==> config.mk <==
export PLATFORM = sky130hd
export DESIGN_NAME = fll_fifo_flat
export DESIGN_NICKNAME = d
export VERILOG_FILES = /design/src/rtl/fll_pkg.sv /design/src/rtl/fll_fifo_if.sv /design/src/rtl/fll_mem.sv /design/src/rtl/fll_fifo.sv /design/src/flat_wrapper.sv
export SDC_FILE = /design/constraint.sdc
export NUM_CORES = 1
export LEC_CHECK = 0
export ABC_AREA = 1
export ABC_CLOCK_PERIOD_IN_PS = 3400
export CORE_UTILIZATION = 51
export CTS_CLUSTER_DIAMETER = 200
export CTS_CLUSTER_SIZE = 25
export DETAILED_ROUTE_END_ITERATION = 6
export PLACE_DENSITY_LB_ADDON = 0.3
export SKIP_LAST_GASP = 1
export SLEW_MARGIN = 0
export SYNTH_ARGS = -nofsm -noshare
export SYNTH_HDL_FRONTEND = slang
export SYNTH_SLANG_ARGS = --single-unit
export TNS_END_PERCENT = 20
==> constraint.sdc <==
create_clock -name ff_clk -period 3.4 [get_ports ff_clk]
set_clock_uncertainty 0.05 [all_clocks]
set_input_delay 0.51 -clock ff_clk [delete_from_list [all_inputs] [get_ports ff_clk]]
set_output_delay 0.51 -clock ff_clk [all_outputs]
set_load 0.005 [all_outputs]
==> src/rtl/fll_pkg.sv <==
// Shared helpers for the fll FIFO family.
package fll_pkg;

  // Width of an occupancy counter able to hold the values 0..n.
  function automatic int fll_cw(input int n);
    return $clog2(n + 1);
  endfunction

endpackage

==> src/rtl/fll_fifo_if.sv <==
// vld/rdy handshake bundle for the fll FIFO input and output ports.
interface fll_fifo_if #(
  parameter int DW = 8
);
  logic [DW-1:0] ffi_bus;
  logic          ffi_vld;
  logic          ffi_rdy;
  logic [DW-1:0] ffo_bus;
  logic          ffo_vld;
  logic          ffo_rdy;

  // Producer and consumer side (drives input data, accepts output data).
  modport master (
    output ffi_bus, ffi_vld, ffo_rdy,
    input  ffi_rdy, ffo_bus, ffo_vld
  );

  // FIFO side.
  modport slave (
    input  ffi_bus, ffi_vld, ffo_rdy,
    output ffi_rdy, ffo_bus, ffo_vld
  );
endinterface

==> src/rtl/fll_mem.sv <==
// FF x DW storage: one synchronous write port, one asynchronous read port.
// Contents are not reset; validity is tracked by the FIFO control logic.
module fll_mem #(
  parameter int DW = 8,
  parameter int FF = 4,
  parameter int PW = 2
) (
  input  logic          ff_clk,
  input  logic          we,
  input  logic [PW-1:0] waddr,
  input  logic [DW-1:0] wdata,
  input  logic [PW-1:0] raddr,
  output logic [DW-1:0] rdata
);

  logic [DW-1:0] mem_q [FF];

  // Write port: store the pushed word at the write pointer.
  always_ff @(posedge ff_clk) begin
    if (we) begin
      mem_q[waddr] <= wdata;
    end
  end

  assign rdata = mem_q[raddr];

endmodule

==> src/rtl/fll_fifo.sv <==
// Single-clock FIFO of any depth with optional registered output stage,
// occupancy count, runtime thresholds, synchronous flush and peak watermark.
module fll_fifo
  import fll_pkg::*;
#(
  parameter  int DW  = 8,
  parameter  int FF  = 4,
  parameter  int RO  = 0,
  localparam int CAP = FF + RO,
  localparam int CW  = fll_cw(CAP)
) (
  input  logic          ff_clk,
  input  logic          ff_rst,
  input  logic          ff_clr,
  fll_fifo_if.slave     ff_if,
  input  logic [CW-1:0] ff_thf,
  input  logic [CW-1:0] ff_the,
  output logic [CW-1:0] ff_cnt,
  output logic          ff_alf,
  output logic          ff_ale,
  output logic [CW-1:0] ff_max
);

  localparam int            PW       = (FF > 1) ? $clog2(FF) : 1;
  localparam logic [PW-1:0] PTR_LAST = PW'(FF - 1);
  localparam logic [CW-1:0] CAP_C    = CW'(CAP);

  logic [PW-1:0] wr_ptr_q, wr_ptr_d;
  logic [PW-1:0] rd_ptr_q, rd_ptr_d;
  logic [CW-1:0] cnt_q, cnt_d;
  logic [CW-1:0] max_q, max_d;
  logic          rdy_q, rdy_d;
  logic          push_s, pop_s, vld_s;
  logic          mem_we_s, rd_adv_s;
  logic [DW-1:0] mem_rdata_s;

  // Flush masks both handshakes so no transfer happens in a flush cycle.
  assign ff_if.ffi_rdy = rdy_q & ~ff_clr;
  assign ff_if.ffo_vld = vld_s & ~ff_clr;
  assign push_s        = ff_if.ffi_vld & ff_if.ffi_rdy;
  assign pop_s         = ff_if.ffo_vld & ff_if.ffo_rdy;

  // Occupancy, ready and watermark next-state; ready only looks at the count,
  // so a full FIFO refuses a push even while it is being popped.
  always_comb begin
    cnt_d = cnt_q;
    if (ff_clr) begin
      cnt_d = {CW{1'b0}};
    end else begin
      case ({push_s, pop_s})
        2'b10:   cnt_d = cnt_q + CW'(1);
        2'b01:   cnt_d = cnt_q - CW'(1);
        default: cnt_d = cnt_q;
      endcase
    end
    rdy_d = (cnt_d < CAP_C);
    if (ff_clr) begin
      max_d = {CW{1'b0}};
    end else if (cnt_d > max_q) begin
      max_d = cnt_d;
    end else begin
      max_d = max_q;
    end
  end

  // Memory pointers wrap at FF-1, which need not be a power of two.
  always_comb begin
    if (ff_clr) begin
      wr_ptr_d = {PW{1'b0}};
    end else if (mem_we_s) begin
      wr_ptr_d = (wr_ptr_q == PTR_LAST) ? {PW{1'b0}} : wr_ptr_q + PW'(1);
    end else begin
      wr_ptr_d = wr_ptr_q;
    end
    if (ff_clr) begin
      rd_ptr_d = {PW{1'b0}};
    end else if (rd_adv_s) begin
      rd_ptr_d = (rd_ptr_q == PTR_LAST) ? {PW{1'b0}} : rd_ptr_q + PW'(1);
    end else begin
      rd_ptr_d = rd_ptr_q;
    end
  end

  // Control state registers.
  always_ff @(posedge ff_clk or negedge ff_rst) begin
    if (!ff_rst) begin
      wr_ptr_q <= {PW{1'b0}};
      rd_ptr_q <= {PW{1'b0}};
      cnt_q    <= {CW{1'b0}};
      max_q    <= {CW{1'b0}};
      rdy_q    <= 1'b0;
    end else begin
      wr_ptr_q <= wr_ptr_d;
      rd_ptr_q <= rd_ptr_d;
      cnt_q    <= cnt_d;
      max_q    <= max_d;
      rdy_q    <= rdy_d;
    end
  end

  assign ff_cnt = cnt_q;
  assign ff_max = max_q;
  assign ff_alf = (cnt_q >= ff_thf);
  assign ff_ale = (cnt_q <= ff_the);

  fll_mem #(
    .DW(DW),
    .FF(FF),
    .PW(PW)
  ) u_mem (
    .ff_clk(ff_clk),
    .we    (mem_we_s),
    .waddr (wr_ptr_q),
    .wdata (ff_if.ffi_bus),
    .raddr (rd_ptr_q),
    .rdata (mem_rdata_s)
  );

  if (RO == 0) begin : g_comb_out
    // Head word comes straight from memory; every push and pop uses it.
    assign vld_s         = (cnt_q != {CW{1'b0}});
    assign ff_if.ffo_bus = mem_rdata_s;
    assign mem_we_s      = push_s;
    assign rd_adv_s      = pop_s;
  end else begin : g_reg_out
    logic [DW-1:0] obus_q, obus_d;
    logic          ovld_q, ovld_d;
    logic [CW-1:0] mcnt_s;
    logic          bypass_s;

    // Head register: a push goes straight in when nothing else would be ahead
    // of it, otherwise a pop refills the head from memory.
    always_comb begin
      mcnt_s   = cnt_q - CW'(ovld_q);
      bypass_s = push_s & (~ovld_q | (pop_s & (mcnt_s == {CW{1'b0}})));
      mem_we_s = push_s & ~bypass_s;
      rd_adv_s = pop_s & (mcnt_s != {CW{1'b0}});
      obus_d   = obus_q;
      ovld_d   = ovld_q;
      if (ff_clr) begin
        ovld_d = 1'b0;
      end else if (bypass_s) begin
        obus_d = ff_if.ffi_bus;
        ovld_d = 1'b1;
      end else if (pop_s) begin
        if (mcnt_s != {CW{1'b0}}) begin
          obus_d = mem_rdata_s;
          ovld_d = 1'b1;
        end else begin
          ovld_d = 1'b0;
        end
      end else begin
        ovld_d = ovld_q;
      end
    end

    // Output stage registers.
    always_ff @(posedge ff_clk or negedge ff_rst) begin
      if (!ff_rst) begin
        obus_q <= {DW{1'b0}};
        ovld_q <= 1'b0;
      end else begin
        obus_q <= obus_d;
        ovld_q <= ovld_d;
      end
    end

    assign vld_s         = ovld_q;
    assign ff_if.ffo_bus = obus_q;
  end

endmodule

==> src/flat_wrapper.sv <==
// flat-port wrapper written by rule: the top's interface ports become plain ports
module fll_fifo_flat import fll_pkg::*;
#(
  parameter  int DW  = 8,
  parameter  int FF  = 4,
  parameter  int RO  = 0,
  localparam int CAP = FF + RO,
  localparam int CW  = fll_cw(CAP)
)
  (ff_clk, ff_rst, ff_clr, ff_thf, ff_the, ff_cnt, ff_alf, ff_ale, ff_max, ff_if_ffi_bus, ff_if_ffi_vld, ff_if_ffo_rdy, ff_if_ffi_rdy, ff_if_ffo_bus, ff_if_ffo_vld);
  fll_fifo_if #(.DW(DW)) ff_if_i ();
  input  logic ff_clk;
  input  logic ff_rst;
  input  logic ff_clr;
  input  logic [CW-1:0] ff_thf;
  input  logic [CW-1:0] ff_the;
  output logic [CW-1:0] ff_cnt;
  output logic ff_alf;
  output logic ff_ale;
  output logic [CW-1:0] ff_max;
  input wire logic [$bits(ff_if_i.ffi_bus)-1:0] ff_if_ffi_bus;
  input wire logic [$bits(ff_if_i.ffi_vld)-1:0] ff_if_ffi_vld;
  input wire logic [$bits(ff_if_i.ffo_rdy)-1:0] ff_if_ffo_rdy;
  output wire logic [$bits(ff_if_i.ffi_rdy)-1:0] ff_if_ffi_rdy;
  output wire logic [$bits(ff_if_i.ffo_bus)-1:0] ff_if_ffo_bus;
  output wire logic [$bits(ff_if_i.ffo_vld)-1:0] ff_if_ffo_vld;
  assign ff_if_i.ffi_bus = ff_if_ffi_bus;
  assign ff_if_i.ffi_vld = ff_if_ffi_vld;
  assign ff_if_i.ffo_rdy = ff_if_ffo_rdy;
  assign ff_if_ffi_rdy = ff_if_i.ffi_rdy;
  assign ff_if_ffo_bus = ff_if_i.ffo_bus;
  assign ff_if_ffo_vld = ff_if_i.ffo_vld;
  fll_fifo #(.DW(DW), .FF(FF), .RO(RO)) u_core (.ff_clk(ff_clk), .ff_rst(ff_rst), .ff_clr(ff_clr), .ff_if(ff_if_i), .ff_thf(ff_thf), .ff_the(ff_the), .ff_cnt(ff_cnt), .ff_alf(ff_alf), .ff_ale(ff_ale), .ff_max(ff_max));
endmodule
After elaboration in Yosys (flattened, before gate mapping). Memory sizes are Yosys's and may differ from the RTL's. Cells that the tools add are included.

Word-level logic and storage cells: 39. Register bits: 11. RAM bits: 32. Output and inout port bits: 18. Memories kept: 1. Input port bits: 19.

Reductions and logical operators: 4. Equal/unequal tests: 4. Bitwise operators: 5. Muxes and demuxes: 12. Add/subtract/negate cells: 4. Order comparisons: 4.

Memory list: u_core.u_mem.mem_q (words 4, bits a word 8, read ports 1, clocked after Yosys merged registers in 0, wr ports 1, RTL line fll_mem.sv:16) `logic [DW-1:0] mem_q [FF];`.

Operators with widths (count): $mux 2 (6); $mux 3 (3); $eq 2x2->1 const B (3); $pmux 3 s2 (1); $reduce_bool 2->1 (3); $add 2x1->2 const B (2); $and 1x1->1 (4); $add 3x1->3 const B (1); $ge 3x3->1 (1); $gt 3x3->1 (1); $le 3x3->1 (1); $lt 3x3->1 const B (1); $reduce_bool 3->1 (1); $sub 3x1->3 const B (1); $eq 2x1->1 const B (1); $mux 1 (2); $not 1->1 (1).

Longest topological paths before layout. Gate-level depths: netlist (run 1).

Word-level depth: 9. Gate-level depth with buffers: 18. Mapped depth without buffers: 18.

Hierarchy. A second synthesis (run 1) with hierarchy kept.

Cells, all modules: 227. Area total of the unflattened synthesis: 2162.1 sq um.

By module, submodules not included: fll_mem (seq. area each 960.9 sq um, cells each 133, area an instance 1387.6 sq um, instances 1); fll_fifo (seq. area each 275.3 sq um, cells each 94, area an instance 774.5 sq um, instances 1).

Worst setup path after synthesis (run 1). Ideal clock, no wire load.

Kind: input port to flip-flop. Start point: input ff_clr. End point: register u_core.max_q[0], in the netlist u_core.ff_max[0]. Stages on the path: 11. Path buffers: 0. Arrival time: 2.380 ns. Data required time: 3.233 ns. Library setup time: 0.117 ns. Setup slack: 0.853 ns. Path through: nor2_1 -> nand2_1 -> ha_1 -> fa_1 -> o21ai_0 -> a21oi_1 -> ha_1 -> nand3_1 -> nand3_2 -> nand4_1 -> nand2_1.

Longest elaborated chain between the ends: 8. Elaborated cells between the ends (all ways): 13. Those cells by class: 1 x order compare; 2 x eq/ne; 4 x mux; 5 x bitwise; 1 x reduce/logical.

Ends and longest elaborated chain: start: declaration (RTL line flat_wrapper.sv:14) `input logic ff_clr;`; $not 1->1 (RTL line fll_fifo.sv:38, fll_fifo.sv:39); $and 1x1->1 (on tied branches) (RTL line fll_fifo.sv:39, fll_fifo.sv:38); $and 1x1->1 (on tied branches) (RTL line fll_fifo.sv:41, fll_fifo.sv:40); $eq 2x1->1 / $eq 2x2->1 (equally long branches) (RTL line fll_fifo.sv:50) `case ({push_s, pop_s})`; $pmux 3 s2 (RTL line fll_fifo.sv:50); $mux 3 (*) (RTL line fll_fifo.sv:47) `if (ff_clr) begin`; net u_core.cnt_d[1] (RTL line fll_fifo.sv:30) `logic [CW-1:0] cnt_q, cnt_d;`; $gt 3x3->1 (*) (RTL line fll_fifo.sv:59) `end else if (cnt_d > max_q) begin`; $reduce_bool 2->1 (no source line) (*); end signal: assignment (RTL line fll_fifo.sv:90) `max_q <= {CW{1'b0}};`; end signal: assignment (RTL line fll_fifo.sv:96) `max_q <= max_d;`; end: declaration (RTL line fll_fifo.sv:31) `logic [CW-1:0] max_q, max_d;`.

The timed path passes the listed nets; every way through them passes the cells marked *. The select of a mux whose other input is x is not followed. A chain may end at the register's enable or synchronous reset.

Final worst setup path (run 1).
Start point: input ff_clr. End point: register u_core.max_q[1], in the netlist u_core.ff_max[1].

Longest elaborated chain between the ends: 8. Elaborated cells between the ends (all ways): 13. Those cells by class: 1 x order compare; 2 x eq/ne; 4 x mux; 5 x bitwise; 1 x reduce/logical.

Ends and longest elaborated chain (RTL line): $not 1->1 (fll_fifo.sv:38, fll_fifo.sv:39); $and 1x1->1 (on tied branches) (fll_fifo.sv:39, fll_fifo.sv:38); $and 1x1->1 (on tied branches) (fll_fifo.sv:41, fll_fifo.sv:40); $eq 2x1->1 / $eq 2x2->1 (equally long branches) (fll_fifo.sv:50); $pmux 3 s2 (fll_fifo.sv:50); $mux 3 (*) (fll_fifo.sv:47); net u_core.cnt_d[1] (fll_fifo.sv:30); $gt 3x3->1 / $mux 3 (equally long branches) (fll_fifo.sv:59); $reduce_bool 2->1 (no source line) / $mux 3 (equally long branches).

Marked as above.

==> results of run 1 <==
[layer usage]
layer  track usage, %  share of wire, %  wire length [um]
met3             5.81               5.0               193
met5                0                 0                 0
met1             26.0                44              1690
met2             34.7                50              1920
met4             7.78               1.3                51
[cell type report]
cell class / count / area [um^2] / area share (%)
clock buffer: 5 / 68.8 / 2.73
clock inverter: 3 / 23.8 / 0.944
inverter: 26 / 103 / 4.07
multi-input combinational: 107 / 652 / 25.9
sequential: 43 / 1240 / 49.1
tap: 48 / 60.1 / 2.38
timing repair buffer: 38 / 375 / 14.9
[per-stage QoR]
| stage | instances | setup slack (ps) |
|---|---|---|
| 3_3_place_gp | 262 | 294 |
| 3_5_place_dp | 262 | 79.5 |
| 5_1_grt | 270 | 104 |
| 2_1_floorplan | 179 | 853 |
| 6_report | 270 | 368 |
| 4_1_cts | 270 | 389 |
[power breakdown]
group	internal, uW	leakage, uW	total [uW]	switching (uW)
logic	206	0.000546	434	228
clock network	147	0.0000408	331	184
registers	630	0.000434	667	36.8
total	983	0.00102	1430	448
[registers in the layout, summed over array words and instances, names as in the netlist]
register,count
u_core.u_mem.mem_q,32
u_core.ff_cnt,3
u_core.ff_max,3
u_core.rd_ptr_q,2
u_core.wr_ptr_q,2
u_core.rdy_q,1
[synth_stat cells (2+ instances only)]
| master | number |
|---|---|
| sky130_fd_sc_hd__o22ai_1 | 8 |
| sky130_fd_sc_hd__buf_2 | 2 |
| sky130_fd_sc_hd__nand4_1 | 3 |
| sky130_fd_sc_hd__inv_1 | 24 |
| sky130_fd_sc_hd__nor2_1 | 21 |
| sky130_fd_sc_hd__edfxtp_1 | 32 |
| sky130_fd_sc_hd__nand2_1 | 16 |
| sky130_fd_sc_hd__a21oi_1 | 3 |
| sky130_fd_sc_hd__ha_1 | 14 |
| sky130_fd_sc_hd__nand2_2 | 3 |
| sky130_fd_sc_hd__o31ai_1 | 2 |
| sky130_fd_sc_hd__o21ai_0 | 20 |
| sky130_fd_sc_hd__dfrtp_1 | 11 |
| sky130_fd_sc_hd__nand3_1 | 10 |
| sky130_fd_sc_hd__nand3_2 | 2 |
[worst max-delay path: cells and delay by family]
kind	cells	cell delay, ps
adders and majority gates	3	1060
and+or+nand+nor	7	860
buffers and inverters	1	460
AOI/OAI and AO/OA	2	330
[worst paths after layout]
| path | from | endpoint | cells after the start |
|---|---|---|---|
| max in group asynchronous | ff_rst | u_core.wr_ptr_q[0] | 1 |
| min | ff_rst | u_core.ff_max[2] | 1 |
| min reg2reg | u_core.ff_max[0] | u_core.ff_max[0] | 2 |
| max | ff_clr | u_core.ff_max[1] | 13 |
| max reg2reg | u_core.ff_cnt[0] | u_core.ff_max[1] | 14 |
| min in group ff_clk | u_core.ff_max[0] | u_core.ff_max[0] | 2 |
[cells by family after synthesis]
family | synth area share (%)
adders and majority gates | 9.74
buffers and inverters | 5.81
DFF | 61.7
xor gates and xnor gates | 0.437
and+or+nand+nor | 12.3
AOI/OAI and AO/OA | 10.1
==> results.yml, run 1 <==
timing:
  worst_slew_pin_slew_ps: 788
  finalHoldWorstSlack_ps: 485
  final_min_period_over_clock_period_pct: 89.2
  maxClockFrequency_mhz: 330
  timing.final.max_slew_violations: 0
  period_needed_ps: 3030
  grt_setup_unrepaired: "no"
  hold_viol: 0
  finalSetupViolations: 0
  fin_setup_tns_ps: 0
  max_slew_margin_pct: 47.3
floorplan:
  die_x_um: 64.7
  core_region_area_um2: 3720
  ioPinCount: 37
  fp-row-count: 22
  die-height_um: 64.7
  design.die.area_um2: 4180
  floorplan.initialDensity_pct: 53.9
synth:
  synth-async-reset-ratio_pct: 25.6
  synth.top_cells.by_area: "sky130_fd_sc_hd__edfxtp_1 (48%), sky130_fd_sc_hd__dfrtp_1 (14%), sky130_fd_sc_hd__ha_1 (8.7%), sky130_fd_sc_hd__o21ai_0 (5.0%), sky130_fd_sc_hd__inv_1 (4.5%)"
  synth_fp_nets: 213
  synth_flop_cell: "sky130_fd_sc_hd__edfxtp_1"
  synth-warning-count: 0
  syn-instance-count: 179
  synth_largest_type_area_fraction_pct: 47.9
  synth_enable_flop_cells: 32
  syn-cell-area_um2: 2000
  synth_seq_area_share_pct: 61.7
  synth.largest_area_cell: "sky130_fd_sc_hd__edfxtp_1"
  synth_cell_type_count: 23
  yosys_register_bits: 43
  postSynthAreaPerCell_um2: 11.2
critical_path:
  slowest_delay_ps: 480
  timing.critical_path.cells: "clkdlybuf4s50_1, nor2_1, nand2_1, ha_1, fa_1, o21ai_0, a21oi_1, ha_1, nand3_1, nand3_2, nand2_2, nand3_1, nand2_1"
  start_kind: "primary input"
  critPathRequiredTime_ps: 3600
  setup.worst_path.end_class: "flip-flop"
  cpMaxStageDelayCell: "sky130_fd_sc_hd__fa_1"
  reg2reg_slack_ps: 570
  crit_path_max_fanout: 7
  cp_data_arrival_time_ps: 3230
  critical_path_class: "primary input to flip-flop"
layout:
  fill_cells: 276
  most-common-layout-cells: "sky130_fd_sc_hd__clkdlybuf4s50_1 (36), sky130_fd_sc_hd__edfxtp_1 (32), sky130_fd_sc_hd__inv_1 (24)"
  syn2layout_area_growth_pct: 25.7
  core_occupancy_in_the_finished_layout_pct: 67.8
  num-nets-final: 255
  mostFrequentLayoutCell: "sky130_fd_sc_hd__clkdlybuf4s50_1"
  drive_above_1_share_pct: 7.66
  antenna_cells: 0
  post_route_cell_area_um2: 2520
run_status:
  run_status: "finished, final reports clean"
power:
  cellPowerDensity_nw_per_um2: 568
  power_leakage_uw: 0.00102
  peakVddDrop_uv: 398
  finalPower_uw: 1430
worst_hold_path:
  hold_crit_path_type: "primary input to asynchronous set/reset pin"
global_routing:
  grt_max_degree: 21
  globalRouteOverflowTotal: 0
  grt_first_pass_wirelength_mm: 6.45
  grt_pass1_vias: 1480
  gr-usage-all-layers_pct: 20.9
  grt_antenna_before_repair: 0
detailed_routing:
  wire_per_inst_um: 14.3
  drt_wl_total_mm: 3.86
  route.detailed.drc: 0
  vias: 1440
  drt.antenna.violating_nets: 0
  first_pass_drt_iterations: 5
  routed_via_count_divided_by_cell_count: 5.33
  detailedRoute.firstIterationViolations: 124
cts:
  htreeDepth: 2
  clock_latency_ps: 300
  cts_sinks: 43
  cts_repair_resize_count: 0
  clock_tree_from_tritoncts: "done"
  post-cts-setup-buffer-count: 0
  holdBufCountCts: 0
  cts-root-buf: "sky130_fd_sc_hd__clkbuf_8"
  cts-buffers-inserted: 5
  cts.path.max_buffers: 2
  worst_setup_hold_path_clk_slew_ps: 90
placed_design:
  gpl.final_weighted_congestion: 0.823
  io_buffer_count: 36
  dpl_cell_area_um2: 2430
  detailed_place_hpwl_mm: 2.73
run:
  max_cap_viol_count: 0
Note: power is estimated with default switching activity, not from simulation.
==> run 2, diff against run 1 <==
CTS_CLUSTER_SIZE = unset   (was 25)
==> results of run 2 <==
Final layout, timing and power as in run 1 (identical DEF).
